### config.mk
export PLATFORM = sky130hd
export DESIGN_NAME = sa_deserializer
export DESIGN_NICKNAME = d
export VERILOG_FILES = /design/src/rtl/sa_deserializer.sv
export SDC_FILE = /design/constraint.sdc
export NUM_CORES = 1
export LEC_CHECK = 0
export BUFFER_PORTS_ARGS = -buffer_cell sky130_fd_sc_hd__buf_2
export CORE_MARGIN = 1
export CORE_UTILIZATION = 45
export DETAILED_ROUTE_END_ITERATION = 16
export PLACE_DENSITY_LB_ADDON = 0.2
export SYNTH_ARGS = -nofsm -noshare
export SYNTH_HDL_FRONTEND = slang
export SYNTH_SLANG_ARGS = --single-unit
### constraint.sdc
create_clock -name clk -period 2.66 [get_ports clk]
set_clock_uncertainty 0.1 [all_clocks]
set_input_delay 0.133 -clock clk [delete_from_list [all_inputs] [get_ports clk]]
set_output_delay 0.133 -clock clk [all_outputs]
set_load 0.01 [all_outputs]
### src/rtl/sa_deserializer.sv
// sa_deserializer: collects the serial adder's MSB-first result into
// WIDTH-bit words, queues them in a DEPTH-entry FIFO and presents them on a
// valid/ready interface. Flags truncated frames and FIFO overflow.
// Optional build macro SA_DESER_PARITY_EN: each frame carries one trailing
// even-parity bit, checked on completion.
//
// state  | meaning
// IDLE   | no frame in progress, waiting for en_i
// SHIFT  | collecting data bits of a frame
// PARITY | (SA_DESER_PARITY_EN only) waiting for the trailing parity bit
module sa_deserializer #(
    parameter int WIDTH = 3,
    parameter int DEPTH = 4
) (
    input  logic                     clk,
    input  logic                     rst_n,
    input  logic                     en_i,
    input  logic                     ser_i,
    output logic [WIDTH-1:0]         data_o,
    output logic                     valid_o,
    input  logic                     ready_i,
    output logic [$clog2(DEPTH):0]   count_o,
    output logic                     abort_o,
    output logic                     ovf_o,
    output logic                     parity_err_o
);

    localparam int PW = $clog2(DEPTH);
    localparam int CW = PW + 1;
    localparam int BW = $clog2(WIDTH + 1);
    localparam logic [BW-1:0] LAST_BIT = BW'(WIDTH);
    localparam logic [CW-1:0] FULL     = CW'(DEPTH);

    typedef enum logic [1:0] {
        IDLE,
        SHIFT
`ifdef SA_DESER_PARITY_EN
        , PARITY
`endif
    } state_t;

    state_t           state_q, state_d;
    logic [BW-1:0]    cnt_q, cnt_d;
    logic [WIDTH-1:0] shift_q, shift_d;
    logic             push;
    logic [WIDTH-1:0] push_word;
    logic             abort_q, abort_d;
    logic             ovf_q, ovf_d;

    logic [WIDTH-1:0] mem_q [DEPTH];
    logic [PW-1:0]    rd_q, rd_d, wr_q, wr_d;
    logic [CW-1:0]    count_q, count_d, old_left;
    logic [WIDTH-1:0] data_q, data_d;
    logic             valid_q;
    logic             pop, full, do_push;

`ifdef SA_DESER_PARITY_EN
    logic             perr_q, perr_d;
`endif

    // Frame assembly FSM: next state, shift register, bit counter, completion.
    always_comb begin
        state_d   = state_q;
        cnt_d     = cnt_q;
        shift_d   = shift_q;
        push      = 1'b0;
        push_word = shift_q;
        abort_d   = 1'b0;
`ifdef SA_DESER_PARITY_EN
        perr_d    = 1'b0;
`endif
        case (state_q)
            IDLE: begin
                if (en_i) begin
                    shift_d = {{(WIDTH-1){1'b0}}, ser_i};
                    cnt_d   = BW'(1);
                    state_d = SHIFT;
                end
            end
            SHIFT: begin
                if (en_i) begin
                    shift_d = {shift_q[WIDTH-2:0], ser_i};
                    if (cnt_q == LAST_BIT - BW'(1)) begin
`ifdef SA_DESER_PARITY_EN
                        cnt_d   = LAST_BIT;
                        state_d = PARITY;
`else
                        push      = 1'b1;
                        push_word = shift_d;
                        cnt_d     = '0;
                        state_d   = IDLE;
`endif
                    end else begin
                        cnt_d = cnt_q + BW'(1);
                    end
                end else begin
                    abort_d = 1'b1;
                    cnt_d   = '0;
                    shift_d = '0;
                    state_d = IDLE;
                end
            end
`ifdef SA_DESER_PARITY_EN
            PARITY: begin
                cnt_d   = '0;
                state_d = IDLE;
                if (en_i) begin
                    push      = 1'b1;
                    push_word = shift_q;
                    perr_d    = ^{shift_q, ser_i};
                end else begin
                    abort_d = 1'b1;
                    shift_d = '0;
                end
            end
`endif
            default: begin
                state_d = IDLE;
                cnt_d   = '0;
            end
        endcase
    end

    // FIFO bookkeeping: pointers, occupancy and the next registered head word.
    always_comb begin
        pop      = valid_q && ready_i;
        full     = (count_q == FULL);
        do_push  = push && (!full || pop);
        ovf_d    = push && full && !pop;
        rd_d     = rd_q + PW'(pop);
        wr_d     = wr_q + PW'(do_push);
        old_left = count_q - CW'(pop);
        count_d  = old_left + CW'(do_push);
        if (count_d == '0) begin
            data_d = '0;
        end else if (old_left == '0) begin
            data_d = push_word;
        end else begin
            data_d = mem_q[rd_d];
        end
    end

    // FSM, FIFO control and pulse registers with synchronous reset.
    always_ff @(posedge clk) begin
        if (!rst_n) begin
            state_q <= IDLE;
            cnt_q   <= '0;
            shift_q <= '0;
            abort_q <= 1'b0;
            ovf_q   <= 1'b0;
            rd_q    <= '0;
            wr_q    <= '0;
            count_q <= '0;
            data_q  <= '0;
            valid_q <= 1'b0;
        end else begin
            state_q <= state_d;
            cnt_q   <= cnt_d;
            shift_q <= shift_d;
            abort_q <= abort_d;
            ovf_q   <= ovf_d;
            rd_q    <= rd_d;
            wr_q    <= wr_d;
            count_q <= count_d;
            data_q  <= data_d;
            valid_q <= (count_d != '0);
        end
    end

    // FIFO storage; stale entries are harmless since pointers reset.
    always_ff @(posedge clk) begin
        if (do_push) begin
            mem_q[wr_q] <= push_word;
        end
    end

`ifdef SA_DESER_PARITY_EN
    // Parity error pulse, aligned with the push of the offending word.
    always_ff @(posedge clk) begin
        if (!rst_n) begin
            perr_q <= 1'b0;
        end else begin
            perr_q <= perr_d;
        end
    end
    assign parity_err_o = perr_q;
`else
    assign parity_err_o = 1'b0;
`endif

    assign data_o  = data_q;
    assign valid_o = valid_q;
    assign count_o = count_q;
    assign abort_o = abort_q;
    assign ovf_o   = ovf_q;

endmodule
==> flow_summary_export.csv <==
group,metric,value,unit
route,wl_met2,953,um
power_and_ir_drop,pwr-share-comb,0.262,
synth,syn-cell-area,0.00131,mm^2
sta,finalSetupTns,0,ns
sta,period_share,0.801,
synth,synthFlopType,"dfxtp_1",
critical_path,cp_max_fo,10,
grt,grt_first_pass_wirelength,3.28,mm
route,post_drt_wl_per_cell,12.9,um
power_and_ir_drop,powerDensity,768,mW/mm^2
floorplan,start_util,0.476,
synth,async_reset_ff_frac,0,
synth,seq_area_frac_synth,0.564,
grt,gr-total-overflow,0,
outcome,status,"completed",
floorplan,die_x,56.0,um
placed_design,post-dp-hpwl,1.48,mm
floorplan,num_rows,19,
sta,max-slew-margin-rel,0.586,
critical_path,path_delay_family,"compound AO/OA/AOI/OAI gates",
clock_tree,clk_pin_slew,0.10,ns
cells_and_area,area_growth,11.2,%
floorplan,die_area,0.00314,mm^2
cells_and_area,layout-drive-gt1-share,0.238,
power_and_ir_drop,ir_worst_vdd,617,uV
sta,worst_pin_slew,0.620,ns
hold_path,holdPathStages,3,
clock_tree,numClockSinks,31,
clock_tree,clk_latency,0.32,ns
route,drc,0,
floorplan,ios,15,
cells_and_area,final_common_cell,"dfxtp_1",
critical_path,crit_cells,6,
floorplan,core_area,0.00276,mm^2
clock_tree,clockBufferDepth,2,
sta,drv_slew,0,
grt,antenna_found_initial,0,
critical_path,critPathKind,"reg -> reg",
power_and_ir_drop,p_int,798,uW
cells_and_area,num-nets-final,132,
sta,setup_viol,0,
route,drt-total-wl,1.98,mm
power_and_ir_drop,power_switching,322,uW
power_and_ir_drop,seqPwrFrac,0.489,
route,vias,787,
route,top_layer,"met4",
critical_path,r2r_cells,6,
synth,synth_edf_count,12,
clock_tree,numCtsBuffers,5,
critical_path,crit_required,2.77,ns
clock_tree,cts_tree,"done",
critical_path,critPathMostFrequentCell,"ha_1",
placed_design,place_inst,144,
sta,hold_viol,0,
route,antenna_left,0,
synth,yosysWarningCount,0,
critical_path,crit_slowest_cell,"dfxtp_1",
cells_and_area,instances_no_fill,153,
cells_and_area,diodes,0,
synth,synthDistinctLibCells,30,
route,wl_met1,902,um
grt,grt_usage,0.144,
critical_path,critPathLaunchType,"register",
sta,rsz0062_at_grt,"false",
critical_path,cpPeakStageDelay,0.54,ns
synth,synth_seq_cells,31,
route,dr.pass1.iters,4,
placed_design,globalplace.congestion,0.738,
synth,avgSynthCellArea,12.5,um^2
critical_path,critPathCaptureType,"register",
route,route.met3.wl,81,um
grt,grt_max_degree,12,
power_and_ir_drop,p_leak,0.666,nW
grt,grt_pass1_vias,732,
critical_path,arrival,2.24,ns
job,drv_cap,0,
hold_path,hp-class,"in -> reg",
power_and_ir_drop,swShare,0.288,
sta,fmax,469,MHz
critical_path,crit_chain,"nand4b_4 -> a31oi_2 -> ha_1 -> ha_1 -> o31ai_2 -> nor2_1",
clock_tree,htree_levels,2,
critical_path,path_buf_inv,0,
route,via_per_inst,5.14,
clock_tree,cts-root-buf,"clkbuf_4",
route,drtIter0Drc,9,
placed_design,portBuffers,13,
power_and_ir_drop,clockPowerShare,0.249,
sta,fin_crit,2.13,ns
synth,synthCells,105,
synth,syn_nets,116,
cells_and_area,layout_common_cells,"19 x dfxtp_1, 13 x buf_2, 12 x edfxtp_1",
clock_tree,cts_setup_buffers,0,
floorplan,fp.dieH,56.0,um
==> registers in the layout (all words and copies together) (netlist names) <==
name and flops:
cnt_q 2, data_o 3, abort_o 1, count_o 3, state_q 1, shift_q 3, rd_q 2, wr_q 2
ovf_o 1, mem_q 12, valid_o 1
==> area by class of cell <==
class,count,area (um^2)
Clock buffer,7,55.1
Clock inverter,1,5.00
Fill cell,253,1300
Inverter,8,30.0
Multi-Input combinational cell,61,514
Sequential cell,31,741
Tap cell,31,38.8
Timing Repair Buffer,14,75.1
==> cell usage after synthesis (4+ instances only) <==
cell | instances | area share
edfxtp_1 | 12 | 0.27
dfxtp_1 | 19 | 0.29
inv_1 | 8 | 0.023
a21oi_1 | 4 | 0.015
and2_1 | 6 | 0.029
nor2_1 | 8 | 0.023
ha_1 | 6 | 0.057
nand2_1 | 5 | 0.014
==> worst min-delay path: stages <==
cell and delay [ns]:
buf_2 0.16, nand2_1 0.08, a31oi_1 0.04
==> power by group through the flow <==
stage / registers (mW) / clock network, mW / logic, mW
after floorplan: 0.568 / 0 / 0.228
after global placement: 0.558 / 0 / 0.293
after detailed placement: 0.559 / 0 / 0.295
after CTS: 0.548 / 0.290 / 0.298
after global routing: 0.551 / 0.310 / 0.324
final: 0.547 / 0.279 / 0.293
==> logic make-up after synthesis <==
family / share of synthesized area
and+or+nand+nor: 0.146
DFF: 0.564
buffers and inverters: 0.0438
AOI/OAI and AO/OA: 0.0505
muxes: 0.109
adders and majority gates: 0.0572
xor gates and xnor gates: 0.0267
other: 0.00286
==> per-stage QoR <==
step                area, um^2  setup slack [ns]   util  power [mW]  hold WS [ns]
floorplan                 1310             0.774      -       0.796         0.178
global placement          1390             0.632  0.504       0.852         0.296
detailed placement        1390             0.555  0.504       0.854         0.306
CTS                       1460             0.535  0.529        1.14       0.00375
global route              1460             0.290  0.529        1.19        0.0153
finish                    1460             0.530  0.529        1.12        0.0137
==> layer usage <==
metal,vias to the layer above,track usage
met1,367,0.166
li1,399,-
met3,6,0.0698
met4,0,0.0627
met5,-,0
met2,15,0.226
==> final timing paths <==
check	start	to	slack (ns)
max	state_q[0]$_SDFFE_PN0P_	data_o[0]$_SDFF_PP0_	0.53
min	rst_n	state_q[0]$_SDFFE_PN0P_	0.01
max reg2reg	state_q[0]$_SDFFE_PN0P_	data_o[0]$_SDFF_PP0_	0.53
min reg2reg	shift_q[2]$_SDFFE_PN0P_	shift_q[2]$_SDFFE_PN0P_	0.36
==> timing repair <==
item | 4_1_cts | 5_1_grt
gates resized for setup | 0 | 0
hold buffers | 1 | 0
endpoints found under the setup margin | 0 | 0
hold endpoints to repair | 1 | 0
No activity file was read; power rests on OpenSTA's default activity.
